File: config.mk
export PLATFORM = sky130hd
export DESIGN_NAME = rv_source
export DESIGN_NICKNAME = d
export VERILOG_FILES = /design/src/rtl/rv_source_pkg.sv /design/src/rtl/rv_source_gap_timer.sv /design/src/rtl/rv_source.sv
export SDC_FILE = /design/constraint.sdc
export NUM_CORES = 1
export LEC_CHECK = 0
export CAP_MARGIN = 10
export CORE_MARGIN = 1.5
export CORE_UTILIZATION = 40
export CTS_CLUSTER_SIZE = 40
export DETAILED_ROUTE_END_ITERATION = 7
export GPL_TIMING_DRIVEN = 1
export PLACE_DENSITY = 0.71
export SYNTH_ARGS = -nofsm -noshare
export SYNTH_HDL_FRONTEND = slang
export SYNTH_SLANG_ARGS = --single-unit
File: constraint.sdc
create_clock -name CLK -period 1.7 [get_ports CLK]
set_clock_uncertainty 0.05 [all_clocks]
set_input_delay 0.17 -clock CLK [delete_from_list [all_inputs] [get_ports CLK]]
set_output_delay 0.17 -clock CLK [all_outputs]
set_load 0.1 [all_outputs]
File: src/rtl/rv_source_pkg.sv
// Shared types for the rv_source burst generator: FSM state encoding and the
// beat record (payload plus last flag) presented on the output channel.
package rv_source_pkg;

    typedef enum logic [1:0] {
        ST_IDLE = 2'd0,
        ST_SEND = 2'd1,
        ST_DONE = 2'd2
    } state_e;

    // Widest payload carried in a beat; instances narrow it to their WIDTH.
    localparam int BEAT_DATA_W = 32;

    typedef struct packed {
        logic [BEAT_DATA_W-1:0] data;
        logic                   last;
    } beat_t;

endpackage

File: src/rtl/rv_source_gap_timer.sv
// Idle-gap countdown for rv_source: loads GAP after each accepted beat and
// counts down to zero; with GAP == 0 the counter is constant zero.
module rv_source_gap_timer #(
    parameter int GAP = 0
) (
    input  logic CLK,
    input  logic ASYNCRESETN,
    input  logic i_clear,
    input  logic i_load,
    output logic o_zero
);

    generate
        if (GAP == 0) begin : g_no_gap
            logic w_unused_ok;
            assign w_unused_ok = &{1'b0, CLK, ASYNCRESETN, i_clear, i_load};
            assign o_zero      = 1'b1;
        end else begin : g_gap
            localparam int GW = $clog2(GAP + 1);
            logic [GW-1:0] r_cnt;

            // Countdown register: clear wins over load, load wins over decrement.
            always_ff @(posedge CLK or negedge ASYNCRESETN) begin
                if (!ASYNCRESETN) begin
                    r_cnt <= {GW{1'b0}};
                end else if (i_clear) begin
                    r_cnt <= {GW{1'b0}};
                end else if (i_load) begin
                    r_cnt <= GW'(GAP);
                end else if (r_cnt != {GW{1'b0}}) begin
                    r_cnt <= r_cnt - GW'(1);
                end else begin
                    r_cnt <= r_cnt;
                end
            end

            assign o_zero = (r_cnt == {GW{1'b0}});
        end
    endgenerate

endmodule

File: src/rtl/rv_source.sv
// Valid/ready burst source: emits length beats starting at seed, stepping by
// STEP, with GAP idle cycles per beat. Define RV_SOURCE_ASSERT_EN for protocol assertions.
module rv_source
    import rv_source_pkg::*;
#(
    parameter int WIDTH = 4,
    parameter int LEN_W = 4,
    parameter int STEP  = 1,
    parameter int GAP   = 0
) (
    input  logic             CLK,
    input  logic             ASYNCRESETN,
    input  logic             start,
    input  logic [LEN_W-1:0] length,
    input  logic [WIDTH-1:0] seed,
    input  logic             abort,
    input  logic             ready,
    output logic             valid,
    output logic [WIDTH-1:0] data,
    output logic             last,
    output logic             busy,
    output logic             done,
    output logic             aborted
);

    state_e             r_state;
    logic [WIDTH-1:0]   r_data_q;
    logic [LEN_W-1:0]   r_remaining;
    logic               r_abort_q;
    logic               r_aborted;

    state_e             w_next_state;
    logic               w_next_aborted;
    logic               w_load_burst;
    logic               w_handshake;
    logic               w_valid;
    logic               w_abort_any;
    logic               w_gap_zero;
    beat_t              w_beat;
    logic               w_unused_beat;

    rv_source_gap_timer #(
        .GAP (GAP)
    ) u_gap_timer (
        .CLK         (CLK),
        .ASYNCRESETN (ASYNCRESETN),
        .i_clear     (w_load_burst),
        .i_load      (w_handshake),
        .o_zero      (w_gap_zero)
    );

    // State, payload, beat count and sticky abort latch.
    always_ff @(posedge CLK or negedge ASYNCRESETN) begin
        if (!ASYNCRESETN) begin
            r_state     <= ST_IDLE;
            r_data_q    <= {WIDTH{1'b0}};
            r_remaining <= {LEN_W{1'b0}};
            r_abort_q   <= 1'b0;
            r_aborted   <= 1'b0;
        end else begin
            r_state   <= w_next_state;
            r_aborted <= w_next_aborted;
            if (w_load_burst) begin
                r_data_q    <= seed;
                r_remaining <= length;
            end else if (w_handshake) begin
                r_data_q    <= r_data_q + WIDTH'(STEP);
                r_remaining <= r_remaining - LEN_W'(1);
            end else begin
                r_data_q    <= r_data_q;
                r_remaining <= r_remaining;
            end
            if (w_load_burst) begin
                r_abort_q <= 1'b0;
            end else if ((r_state == ST_SEND) && abort) begin
                r_abort_q <= 1'b1;
            end else begin
                r_abort_q <= r_abort_q;
            end
        end
    end

    // Next state and beat presentation; an abort seen this cycle counts as latched.
    always_comb begin
        w_next_state   = r_state;
        w_next_aborted = 1'b0;
        w_load_burst   = 1'b0;
        w_handshake    = 1'b0;
        w_valid        = 1'b0;
        w_abort_any    = r_abort_q | abort;
        w_beat.data    = BEAT_DATA_W'(r_data_q);
        w_beat.last    = 1'b0;
        case (r_state)
            ST_IDLE: begin
                if (start) begin
                    if (length != {LEN_W{1'b0}}) begin
                        w_next_state = ST_SEND;
                        w_load_burst = 1'b1;
                    end else begin
                        w_next_state = ST_DONE;
                    end
                end else begin
                    w_next_state = ST_IDLE;
                end
            end
            ST_SEND: begin
                w_valid     = w_gap_zero;
                w_beat.last = w_gap_zero && (r_remaining == LEN_W'(1));
                w_handshake = w_valid && ready;
                if (w_handshake) begin
                    if (w_beat.last) begin
                        w_next_state = ST_DONE;
                    end else if (w_abort_any) begin
                        w_next_state   = ST_DONE;
                        w_next_aborted = 1'b1;
                    end else begin
                        w_next_state = ST_SEND;
                    end
                end else if (!w_valid && w_abort_any) begin
                    w_next_state   = ST_DONE;
                    w_next_aborted = 1'b1;
                end else begin
                    w_next_state = ST_SEND;
                end
            end
            ST_DONE: begin
                w_next_state = ST_IDLE;
            end
            default: begin
                w_next_state = ST_IDLE;
            end
        endcase
    end

    assign w_unused_beat = ^w_beat.data;
    assign valid   = w_valid;
    assign data    = w_beat.data[WIDTH-1:0];
    assign last    = w_beat.last;
    assign busy    = (r_state == ST_SEND);
    assign done    = (r_state == ST_DONE);
    assign aborted = (r_state == ST_DONE) && r_aborted;

`ifdef RV_SOURCE_ASSERT_EN
    a_stall_hold: assert property (@(posedge CLK) disable iff (!ASYNCRESETN)
        (valid && !ready) |=> (valid && $stable(data) && $stable(last)));
    a_done_no_valid: assert property (@(posedge CLK) disable iff (!ASYNCRESETN)
        done |-> !valid);
    a_last_valid: assert property (@(posedge CLK) disable iff (!ASYNCRESETN)
        last |-> valid);
    a_busy_state: assert property (@(posedge CLK) disable iff (!ASYNCRESETN)
        busy == (r_state == ST_SEND));
`endif

endmodule

==> summary.txt, run 1 <==
Synthesis
  – Top post-synthesis cells by area: sky130_fd_sc_hd__dfrtp_1 44%, sky130_fd_sc_hd__a221o_2 6.6%, sky130_fd_sc_hd__ha_1 5.5%
  – Post-synthesis compound-gate area fraction: 22.7%
  – EDFF count, synth: 0
  – Share of Yosys cell area claimed by the top area cell type: a little over two fifths
  – Portion of netlist area occupied by mux cells: 0%
  – Synthesized area per cell: 11.0 um2
  – Cell type with the largest total area after synthesis: sky130_fd_sc_hd__dfrtp_1
  – Flop and latch count out of synthesis: 12
  – Dominant register cell in the synthesized netlist: sky130_fd_sc_hd__dfrtp_1
  – Synth async-reset ratio: 100%
  – Syn nets: 78
  – Yosys Warn Count: 0
  – Part of the Yosys area used for sequential elements: 44.0%
  – Synth Cell Area: 683 um2
  – Cell variety after synth: 31
  – Xor/xnor cell area share of the yosys netlist: 1.28%
  – Leading cell types by count after synthesis: 12 x sky130_fd_sc_hd__dfrtp_1, 6 x sky130_fd_sc_hd__nor2_1, 4 x sky130_fd_sc_hd__a221o_2
  – Dominant cell by count in the synthesized netlist: sky130_fd_sc_hd__dfrtp_1
  – Adder and majority cell fraction of the synthesized area: roughly 5.5%
  – Number of instances in the synthesized netlist: 62
  – Dominant combinational cell family by area after synthesis: simple AND/OR/NAND/NOR gates
  – Synth Area in Simple Gates: 23.8%

Finish
  – Growth of design area from synthesis to finish: 67.4%
  – Number of antenna cells inserted: 0
  – Share of layout cells above drive strength 1: 44.7%
  – Nets: around 110
  – Summed area of non-filler cells in the final layout: 0.00114 mm2

STA
  – Final number of setup-violating endpoints: 0
  – Period Utilization, post-route: 98.4%
  – Number of pins exceeding their max-slew limit in the final report: 0
  – Setup repair after global routing missed its margin: true
  – Endpoints failing hold: 0
  – Slew HR: 63.1%
  – Minimum clock period: approximately 1.7 ns
  – Highest Clock Rate: 0.598 GHz
  – Transition time at the pin with the least slew margin: 0.552 ns
  – WHS: 0.201 ns

Floorplan
  – Die boundary width: approximately 44 um
  – Overall die area: 0.00196 mm2
  – Number of placement rows: 14
  – Effective utilization at floorplan: between 40% and 50%
  – Die height: approximately 44 um
  – Core area: between 0.0015 and 0.002 mm2
  – Number of primary I/O pins: 22

Routing
  – Via Count: 648
  – Drt drc: 2
  – Total Routed Length: 1740 um
  – Via count normalized by instance count: 5.89
  – Number of search-and-repair iterations in the first detailed-routing pass: 6
  – Detailed Route Iter0 Violations: 16
  – Avg WL per Cell: 15.8 um
  – Remaining antenna violation count: 0

Run status
  – Failing checks: design-rule violations
  – Run status: complete, but fails checks

Clocking
  – Maximum count of clock buffers along a single path: 2
  – Clk slew on worst S/H paths: ~0.080 ns
  – Post-cts hold buffer count: 0
  – Clock latency of the later-clocked register in the worst-skew pair: 0.27 ns
  – H-tree levels: 1
  – Root Buffer Master: sky130_fd_sc_hd__clkbuf_4
  – Number of sinks on the clock net: 12
  – TritonCTS clock tree: done
  – Inserted Clock Buffers: 3

Setup path
  – Worst R2R Setup Slack: 0.05 ns
  – Data required, critical path: 1.48 ns
  – Endpoint type of the worst setup path: output port
  – Maximum net fanout on the critical path: 3
  – Worst setup path endpoint: last
  – Data arrival, critical path: 1.45 ns
  – Startpoint-to-endpoint class of the critical path: flop to output port
  – Endpoint of the lowest-slack register-to-register path: r_remaining[3]
  – RR Startpoint: r_remaining[1]
  – Length in cells of the worst reg-to-reg path: 5
  – Crit path launch type: flop
  – Crit path from: r_remaining[1]

Global routing
  – Antenna violations before repair: 0
  – Maximum number of pins on one net before global-route repair: 13
  – Global-route congestion overflow total: 0
  – Global-route usage over all layers: between 10% and 20%
  – Vias in the first global route: 608
  – First-pass GRT wire length: about 2800 um

Power and ir drop
  – Total leakage power: 0.495 nW
  – Highest ir drop seen on vdd: 1.37 mV
  – Power per Cell Area: 2260 mW/mm2

Place
  – Routability congestion estimate: 0.731
  – Post-place instance area: around 0.0011 mm2
  – Count of input and output buffers: 21
  – Dpl hpwl: 1280 um

Min path
  – Path category of the worst min-delay check: input pin to async pin

Run
  – Total of max-cap violations: 0
stage by stage:
stage,setup slack [ns],util [%],cells,total power [W],TNS [ns]
after CTS,0.0179,71.5,108,0.00253,0
after detailed placement,-0.0392,67.9,103,0.00225,-0.244
after global placement,-0.0732,67.9,103,0.00223,-0.208
after global routing,-0.0277,73.4,110,0.00270,-0.0277
final,0.0277,73.4,110,0.00258,0
after floorplan,-0.0936,-,62,0.00167,-0.131
cell type report:
type	instances	area, um2
inverter	3	11.3
multi-input combinational	46	408
clock buffer	4	36.3
timing repair buffer	29	360
tap	16	20.0
sequential	12	308
fill	107	415
cells in the final DEF (no fill, tap or decap), drive strengths merged, types with 2 or more instances in the layout:
master          n
dfrtp          12
inv             3
nor2            6
buf            17
nor3b           2
or4             2
and2            2
o31ai           2
a221o           7
nand2b          2
nor2b           2
ha              3
clkdlybuf4s50  12
nor3            2
a21oi           2
clkbuf          4
state kept, by name, indices dropped and copies added (netlist names):
signal	cells
r_abort_q	1
r_remaining	4
r_aborted	1
data	4
r_state	2
where the power goes:
group / total (W) / internal [W] / switching (W)
registers: 0.000655 / 0.000434 / 0.000221
clock network: 0.000230 / 0.000130 / 0.000100
logic: 0.00170 / 0.000732 / 0.000966
kinds of logic (layout without fill, tap and decap cells):
kind of cell | count (synthesis) | after routing
XOR/XNOR | 1 | 1
flip-flops | 12 | 12
AND/OR/NAND/NOR | 25 | 25
AO/OA/AOI/OAI | 17 | 17
adder cells (fa/ha/maj) | 3 | 3
buffers and inverters | 4 | 36
worst max-delay path, cell delays in order (launching register included):
cell,delay [ns]
sky130_fd_sc_hd__dfrtp_1,0.42
sky130_fd_sc_hd__inv_2,0.09
sky130_fd_sc_hd__ha_4,0.12
sky130_fd_sc_hd__nor3b_4,0.21
sky130_fd_sc_hd__and2_4,0.18
sky130_fd_sc_hd__buf_12,0.16
what timing repair did:
action,4_1_cts,5_1_grt
gates resized for setup,3,4
buffers inserted,1,2
setup endpoints to repair,1,1
gates cloned,0,0
how the worst min path moves through the flow:
| stage | startpoint | endpoint | slack [ns] | depth (start not counted) |
|---|---|---|---|---|
| 6_report | ASYNCRESETN | r_remaining[3] | 0.20 | 1 |
| 5_1_grt | ASYNCRESETN | r_remaining[1] | 0.24 | 1 |
| 4_1_cts | ASYNCRESETN | data[3] | 0.22 | 1 |
| 3_5_place_dp | r_abort_q | r_abort_q | 0.47 | 1 |
| 3_3_place_gp | r_abort_q | r_abort_q | 0.47 | 1 |
| 2_1_floorplan | ASYNCRESETN | data[0] | -0.18 | 0 |
per-layer routing:
| metal | track usage (%) | wire length, um | vias to the layer above |
|---|---|---|---|
| met4 | 5.45 | 24 | 0 |
| met1 | 26.2 | 764 | 311 |
| met5 | 0 | 0 | - |
| met3 | 4.90 | 106 | 4 |
| li1 | - | - | 301 |
| met2 | 31.2 | 840 | 32 |
(Power assumes the default switching activity.)
==> run 2, diff against run 1 <==
--- a/config.mk
+++ b/config.mk
@@ -10,8 +10,8 @@
 export CORE_UTILIZATION = 40
 export CTS_CLUSTER_SIZE = 40
 export DETAILED_ROUTE_END_ITERATION = 7
+export DONT_BUFFER_PORTS = 1
 export GPL_TIMING_DRIVEN = 1
-export PLACE_DENSITY = 0.71
 export SYNTH_ARGS = -nofsm -noshare
 export SYNTH_HDL_FRONTEND = slang
 export SYNTH_SLANG_ARGS = --single-unit
==> summary.txt, run 2 (synthesis gave the netlist of run 1 again) <==
Finish
  – Fill count: 131 (+22%)
  – Area of combinational cells with multiple inputs: 395 um2 (-3.1%)
  – Number of antenna cells inserted: 0 (unchanged)
  – Number of standard cells in the final layout excluding fillers: 101 (-8.2%)
  – Leading cell types in the layout, fill and taps excluded: 9 x sky130_fd_sc_hd__dlygate4sd3_1, 9 x sky130_fd_sc_hd__buf_4, 6 x sky130_fd_sc_hd__nor2_1, 6 x sky130_fd_sc_hd__dfrtp_2, 6 x sky130_fd_sc_hd__dfrtp_1
  – Share of layout cells above drive strength 1: 41.2% (-3.5 points)
  – Final Core Density: 62.1% (-11 points)
  – Nets: 102 (-8.1%)
  – Growth of design area from synthesis to finish: 41.8%
  – Register Area: 308 um2 (unchanged)

Setup path
  – Endpoint type of the worst setup path: output port
  – Maximum cell stage delay along the critical path: 0.39 ns (-0.03 ns)
  – Length in cells of the worst reg-to-reg path: 5 (unchanged)
  – Endpoint of the lowest-slack register-to-register path: r_state[1]
  – CP max stage cell: sky130_fd_sc_hd__dfrtp_1
  – Worst R2R Setup Slack: 0.19 ns (+0.14 ns)
  – Startpoint-to-endpoint class of the critical path: flop to output port
  – Worst Path Buf+Inv: 2 (unchanged)
  – Data arrival, critical path: 1.41 ns (-0.04 ns)
  – Crit path launch type: flop
  – Cells along the critical path: inv_2, ha_1, nor3b_4, and2_4, buf_12
  – Maximum net fanout on the critical path: 2 (-1)
  – Family with the most delay on the worst path: flip-flops
  – RR Startpoint: r_remaining[0]
  – Data required, critical path: 1.48 ns (about the same)

Min path
  – End point of the most critical hold path: r_aborted
  – Hold Path Cell Cnt: 2
  – Start point of the worst min-delay path: abort
  – Path category of the worst min-delay check: input pin to flop

Global routing
  – Vias in the first global route: 601 (-1.2%)
  – Maximum number of pins on one net before global-route repair: 13 (unchanged)
  – Antenna violations before repair: 0 (unchanged)
  – First-pass GRT wire length: 2790 um (+0.98%)
  – Global-route usage over all layers: 20.5% (+0.99 points)
  – Global-route congestion overflow total: 0 (unchanged)

STA
  – Endpoints failing hold: 0 (unchanged)
  – Setup repair after global routing missed its margin: false
  – Minimum clock period: 1.63 ns (-0.0406 ns)
  – Highest Clock Rate: 0.613 GHz (+2.5%)
  – Period Utilization, post-route: 96.0% (-2.4 points)
  – Number of pins exceeding their max-slew limit in the final report: 0 (unchanged)
  – Final number of setup-violating endpoints: 0 (unchanged)
  – Transition time at the pin with the least slew margin: 0.576 ns (+0.0248 ns)
  – WHS: 0.0100 ns (-0.191 ns)
  – Slew HR: 61.5% (-1.7 points)

Place
  – Routability congestion estimate: 0.792 (+8.4%)
  – Number of placed cells counting well taps: 86 (-17%)
  – Dpl hpwl: 1180 um (-7.9%)
  – Count of input and output buffers: 0 (-100%)

Routing
  – Drt drc: 0 (-2)
  – Via Count: 609 (-6.0%)
  – Avg WL per Cell: 17.0 um (+8.0%)
  – Total Routed Length: 1720 um (-0.81%)
  – Remaining antenna violation count: 0 (unchanged)
  – Number of search-and-repair iterations in the first detailed-routing pass: 6 (unchanged)
  – Detailed Route Iter0 Violations: 10 (-6)
  – Via count normalized by instance count: 6.03 (+2.4%)

Run
  – Total of max-cap violations: 0 (unchanged)

Floorplan
  – Die boundary width: 44.3 um (unchanged)
  – Core area: 0.00156 mm2 (unchanged)
  – Effective utilization at floorplan: 43.8% (unchanged)
  – Number of primary I/O pins: 22 (unchanged)
  – Die height: 44.3 um (unchanged)
  – Overall die area: 0.00196 mm2 (unchanged)
  – Number of placement rows: 14 (unchanged)

Clocking
  – Clock latency of the later-clocked register in the worst-skew pair: 0.28 ns (about the same)
  – Number of sinks on the clock net: 12 (unchanged)
  – Clk slew on worst S/H paths: 0.07 ns (about the same)
  – TritonCTS clock tree: done
  – Maximum count of clock buffers along a single path: 2 (unchanged)
  – Inserted Clock Buffers: 3 (unchanged)
  – H-tree levels: 1 (unchanged)
  – Root Buffer Master: sky130_fd_sc_hd__clkbuf_4

Run status
  – Run status: finished clean
==> run 2: cell count changes in the layout (fill, tap and decap cells not counted), sizes merged <==
cell	change
clkdlybuf4s50	-12
dlygate4sd3	+9
buf	-6
==> run 2: cell type report <==
type | count | share of cell area, %
timing repair buffer | 20 | 20.4
inverter | 3 | 1.16
multi-input combinational | 46 | 40.8
clock buffer | 4 | 3.75
sequential | 12 | 31.8
tap | 16 | 2.07
==> run 2: worst max path at each step <==
stage	to	depth (start not counted)	from	slack (ns)
after floorplan	last	2	r_state[0]	-0.09
final	last	5	r_remaining[1]	0.07
after global routing	last	5	r_remaining[1]	0.02
after CTS	last	3	r_state[0]	0.00008
after detailed placement	last	5	r_remaining[1]	0.13
after global placement	last	5	r_remaining[1]	0.14
==> run 2: per-layer routing <==
metal	share of wire (%)	up-vias	track usage, %	routed length, um
met3	5.8	4	6.53	99
met2	46	19	31.8	790
met5	0	-	0	0
met4	2.2	0	10.9	38
met1	46	299	25.3	793
li1	-	287	-	-
==> run 2: repair_timing <==
| action | CTS | global route |
|---|---|---|
| setup endpoints to repair | 1 | 1 |
| gates cloned | 0 | 0 |
| resized for setup | 2 | 3 |
| buffers inserted | 2 | 0 |
| hold buffers | 9 | 0 |
| hold endpoints to repair | 20 | 0 |
==> run 2: per-stage QoR <==
step,cell area (um2),TNS (ns),setup slack (ns)
floorplan,708,-0.131,-0.0936
global placement,813,0,0.140
detailed placement,813,0,0.134
CTS,966,0,0.0000810
global route,968,0,0.0200
finish,968,0,0.0683
Power of run 2 is not shown: default switching activity piles up to over one toggle a cycle in this logic, so the estimate is an artifact.
==> run 3, diff against run 2 <==
--- a/config.mk
+++ b/config.mk
@@ -5,7 +5,6 @@
 export SDC_FILE = /design/constraint.sdc
 export NUM_CORES = 1
 export LEC_CHECK = 0
-export CAP_MARGIN = 10
 export CORE_MARGIN = 1.5
 export CORE_UTILIZATION = 40
 export CTS_CLUSTER_SIZE = 40
@@ -14,4 +13,5 @@
 export GPL_TIMING_DRIVEN = 1
 export SYNTH_ARGS = -nofsm -noshare
 export SYNTH_HDL_FRONTEND = slang
+export SYNTH_HIERARCHICAL = 1
 export SYNTH_SLANG_ARGS = --single-unit
==> summary.txt, run 3 <==
Routing
  – Number of search-and-repair iterations in the first detailed-routing pass: 2 (-4)
  – Via Count: 619 (+1.6%)
  – Detailed Route Iter0 Violations: 2 (-8)
  – Via count normalized by instance count: 5.29 (-12%)
  – Drt drc: 0 (unchanged)
  – Remaining antenna violation count: 0 (unchanged)
  – Avg WL per Cell: 14.7 um (-14%)
  – Total Routed Length: 1720 um (-0.29%)

Finish
  – Number of standard cells in the final layout excluding fillers: 117 (+16%)
  – Nets: 109 (+6.9%)
  – Number of antenna cells inserted: 0 (unchanged)
  – Leading cell types in the layout, fill and taps excluded: 15 x sky130_fd_sc_hd__buf_4, 7 x sky130_fd_sc_hd__dfrtp_1, 6 x sky130_fd_sc_hd__a221o_1, 6 x sky130_fd_sc_hd__dlygate4sd3_1, 5 x sky130_fd_sc_hd__dfrtp_2
  – Commonest non-fill, non-tap cell in the layout: sky130_fd_sc_hd__buf_4
  – Fill count: 141 (+7.6%)
  – Share of layout cells above drive strength 1: 45.7% (+4.5 points)
  – Final Core Density: 59.3% (-2.8 points)
  – Register Area: 307 um2 (-0.41%)
  – Growth of design area from synthesis to finish: 41.4%
  – Summed area of non-filler cells in the final layout: 0.00101 mm2 (+4.7%)
  – Area of combinational cells with multiple inputs: 432 um2 (+9.2%)

Clocking
  – Inserted Clock Buffers: 3 (unchanged)
  – Number of sinks on the clock net: 12 (unchanged)
  – Maximum count of clock buffers along a single path: 2 (unchanged)
  – Clk slew on worst S/H paths: 0.08 ns (about the same)
  – Clock latency of the later-clocked register in the worst-skew pair: 0.28 ns (about the same)
  – Root Buffer Master: sky130_fd_sc_hd__clkbuf_4
  – H-tree levels: 1 (unchanged)
  – TritonCTS clock tree: done

Floorplan
  – Overall die area: 0.00206 mm2 (+4.6%)
  – Die boundary width: 45.3 um (+2.3%)
  – Core area: 0.00171 mm2 (+9.6%)
  – Number of primary I/O pins: 22 (unchanged)
  – Number of placement rows: 15 (+1)
  – Die height: 45.3 um (+2.3%)
  – Effective utilization at floorplan: 42.0% (-1.8 points)

Global routing
  – Vias in the first global route: 633 (+5.3%)
  – Global-route congestion overflow total: 0 (unchanged)
  – Maximum number of pins on one net before global-route repair: 13 (unchanged)
  – Antenna violations before repair: 0 (unchanged)
  – Global-route usage over all layers: 19.6% (-0.91 points)
  – First-pass GRT wire length: 2810 um (+0.75%)

STA
  – Minimum clock period: 1.72 ns (+0.0924 ns)
  – Highest Clock Rate: 0.580 GHz (-5.4%)
  – Setup slack of the critical path after layout: -0.0241 ns (-0.0924 ns)
  – Final number of setup-violating endpoints: 1 (+1)
  – Endpoints failing hold: 0 (unchanged)
  – Period Utilization, post-route: 101% (+5.4 points)
  – Setup repair after global routing missed its margin: true
  – Transition time at the pin with the least slew margin: 0.570 ns (-0.00618 ns)
  – Number of pins exceeding their max-slew limit in the final report: 0 (unchanged)
  – Total Negative Setup Slacks: -0.0241 ns (-0.0241 ns)
  – Slew HR: 61.9% (+0.41 points)

Place
  – Routability congestion estimate: 0.742 (-6.3%)
  – Worst setup timing slack at the placement stage: 0.101 ns (-0.0331 ns)
  – Number of placed cells counting well taps: 103 (+20%)
  – Count of input and output buffers: 0 (unchanged)
  – Dpl hpwl: 1210 um (+2.5%)
  – Post-place instance area: 866 um2 (+6.5%)

Setup path
  – Cells along the critical path: inv_2, ha_4, nor4bb_4, buf_4, and2_4
  – Maximum cell stage delay along the critical path: 0.39 ns (about the same)
  – Endpoint type of the worst setup path: output port
  – Maximum net fanout on the critical path: 2 (unchanged)
  – Crit path launch type: flop
  – CP max stage cell: sky130_fd_sc_hd__dfrtp_1
  – Data required, critical path: 1.48 ns (about the same)
  – Startpoint-to-endpoint class of the critical path: flop to output port
  – Data arrival, critical path: 1.50 ns (+0.09 ns)

Synthesis
  – Dominant cell by count in the synthesized netlist: sky130_fd_sc_hd__dfrtp_1
  – Top post-synthesis cells by area: sky130_fd_sc_hd__dfrtp_1 42%, sky130_fd_sc_hd__a221o_1 8.4%, sky130_fd_sc_hd__ha_1 5.2%
  – Leading cell types by count after synthesis: 12 x sky130_fd_sc_hd__dfrtp_1, 6 x sky130_fd_sc_hd__a221o_1, 4 x sky130_fd_sc_hd__inv_1
  – Dominant register cell in the synthesized netlist: sky130_fd_sc_hd__dfrtp_1
  – Cell type with the largest total area after synthesis: sky130_fd_sc_hd__dfrtp_1
  – Share of Yosys cell area claimed by the top area cell type: 41.9% (-2.1 points)
  – Number of instances in the synthesized netlist: 67 (+8.1%)
  – Cell variety after synth: 36 (+16%)
  – Flop and latch count out of synthesis: 12 (unchanged)
  – Part of the Yosys area used for sequential elements: 41.9% (-2.1 points)
  – Synth async-reset ratio: 100% (unchanged)
  – Synth Cell Area: 717 um2 (+4.9%)
  – Yosys Warn Count: 6 (+6)
  – Synthesized area per cell: 10.7 um2 (-2.9%)
  – EDFF count, synth: 0 (unchanged)
  – Syn nets: 83 (+6.4%)

Power and ir drop
  – Highest ir drop seen on vdd: approximately 1.1 mV
  – Total leakage power: 0.441 nW
  – Power per Cell Area: 2130 mW/mm2

Run status
  – Run status: complete, but fails checks
  – Failing checks: negative setup slack

Run
  – Total of max-cap violations: 0 (unchanged)

Min path
  – Path category of the worst min-delay check: input pin to flop
==> run 3: path summary, 6_finish.rpt <==
path                                start              to  slack (ns)  cells past startpoint
setup / recovery           r_remaining[1]            last       -0.02                      5
hold / removal                  length[2]  r_remaining[2]       0.007                      1
setup reg to reg           r_remaining[0]      r_state[1]        0.12                      6
hold reg to reg                   data[2]         data[2]        0.52                      1
max in group asynchronous     ASYNCRESETN      r_state[0]        0.93                      1
min in group asynchronous     ASYNCRESETN         data[3]        0.27                      1
==> run 3: cells by family (layout without fill, tap and decap cells) <==
group	Yosys count	after routing	synth area share (%)
other	1	1	0.523
AND/OR/NAND/NOR	26	26	27.1
buffers and inverters	6	31	4.01
adder cells (fa/ha/maj)	3	3	5.24
flip-flops	12	12	41.9
XOR/XNOR	1	1	1.22
AO/OA/AOI/OAI	18	18	20.1
==> run 3: timing repair <==
action                     CTS  global route
gates resized for setup      6             2
pin swaps                    1             1
hold endpoints to repair    16             1
setup buffers                3             1
setup endpoints to repair    1             4
hold buffers                 5             1
==> run 3: metal layers <==
metal,vias to the layer above,GRT usage (%),share of wire (%)
met3,2,7.60,5.8
li1,304,-,-
met2,14,31.1,51
met5,-,0,0
met1,299,23.4,42
met4,0,8.24,0.82
==> run 3: worst max-delay path: cells and delay by family (launching register included) <==
family / cells / cell delay [ns]
fa+ha+maj: 1 / 0.11
buf+inv: 2 / 0.23
flops: 1 / 0.39
simple gates: 2 / 0.49
==> run 3: final cells by class <==
type	instances	share of cell area [%]
Clock buffer	4	2.59
Inverter	5	2.47
Multi-Input combinational cell	49	42.6
Sequential cell	12	30.2
Tap cell	25	3.09
Timing Repair Buffer	22	19.0
==> run 3: report_power, final <==
part	switching [W]	internal (W)
combinational	0.000895	0.000472
clock	0.000103	0.0000911
sequential	0.000161	0.000432
total	0.00116	0.000996
==> run 3: through the flow <==
stage	hold WS, ns	power (W)
floorplan	-0.176	0.00157
global placement	-0.175	0.00183
detailed placement	-0.175	0.00184
CTS	0.00451	0.00213
global route	0.00552	0.00228
finish	0.00740	0.00215
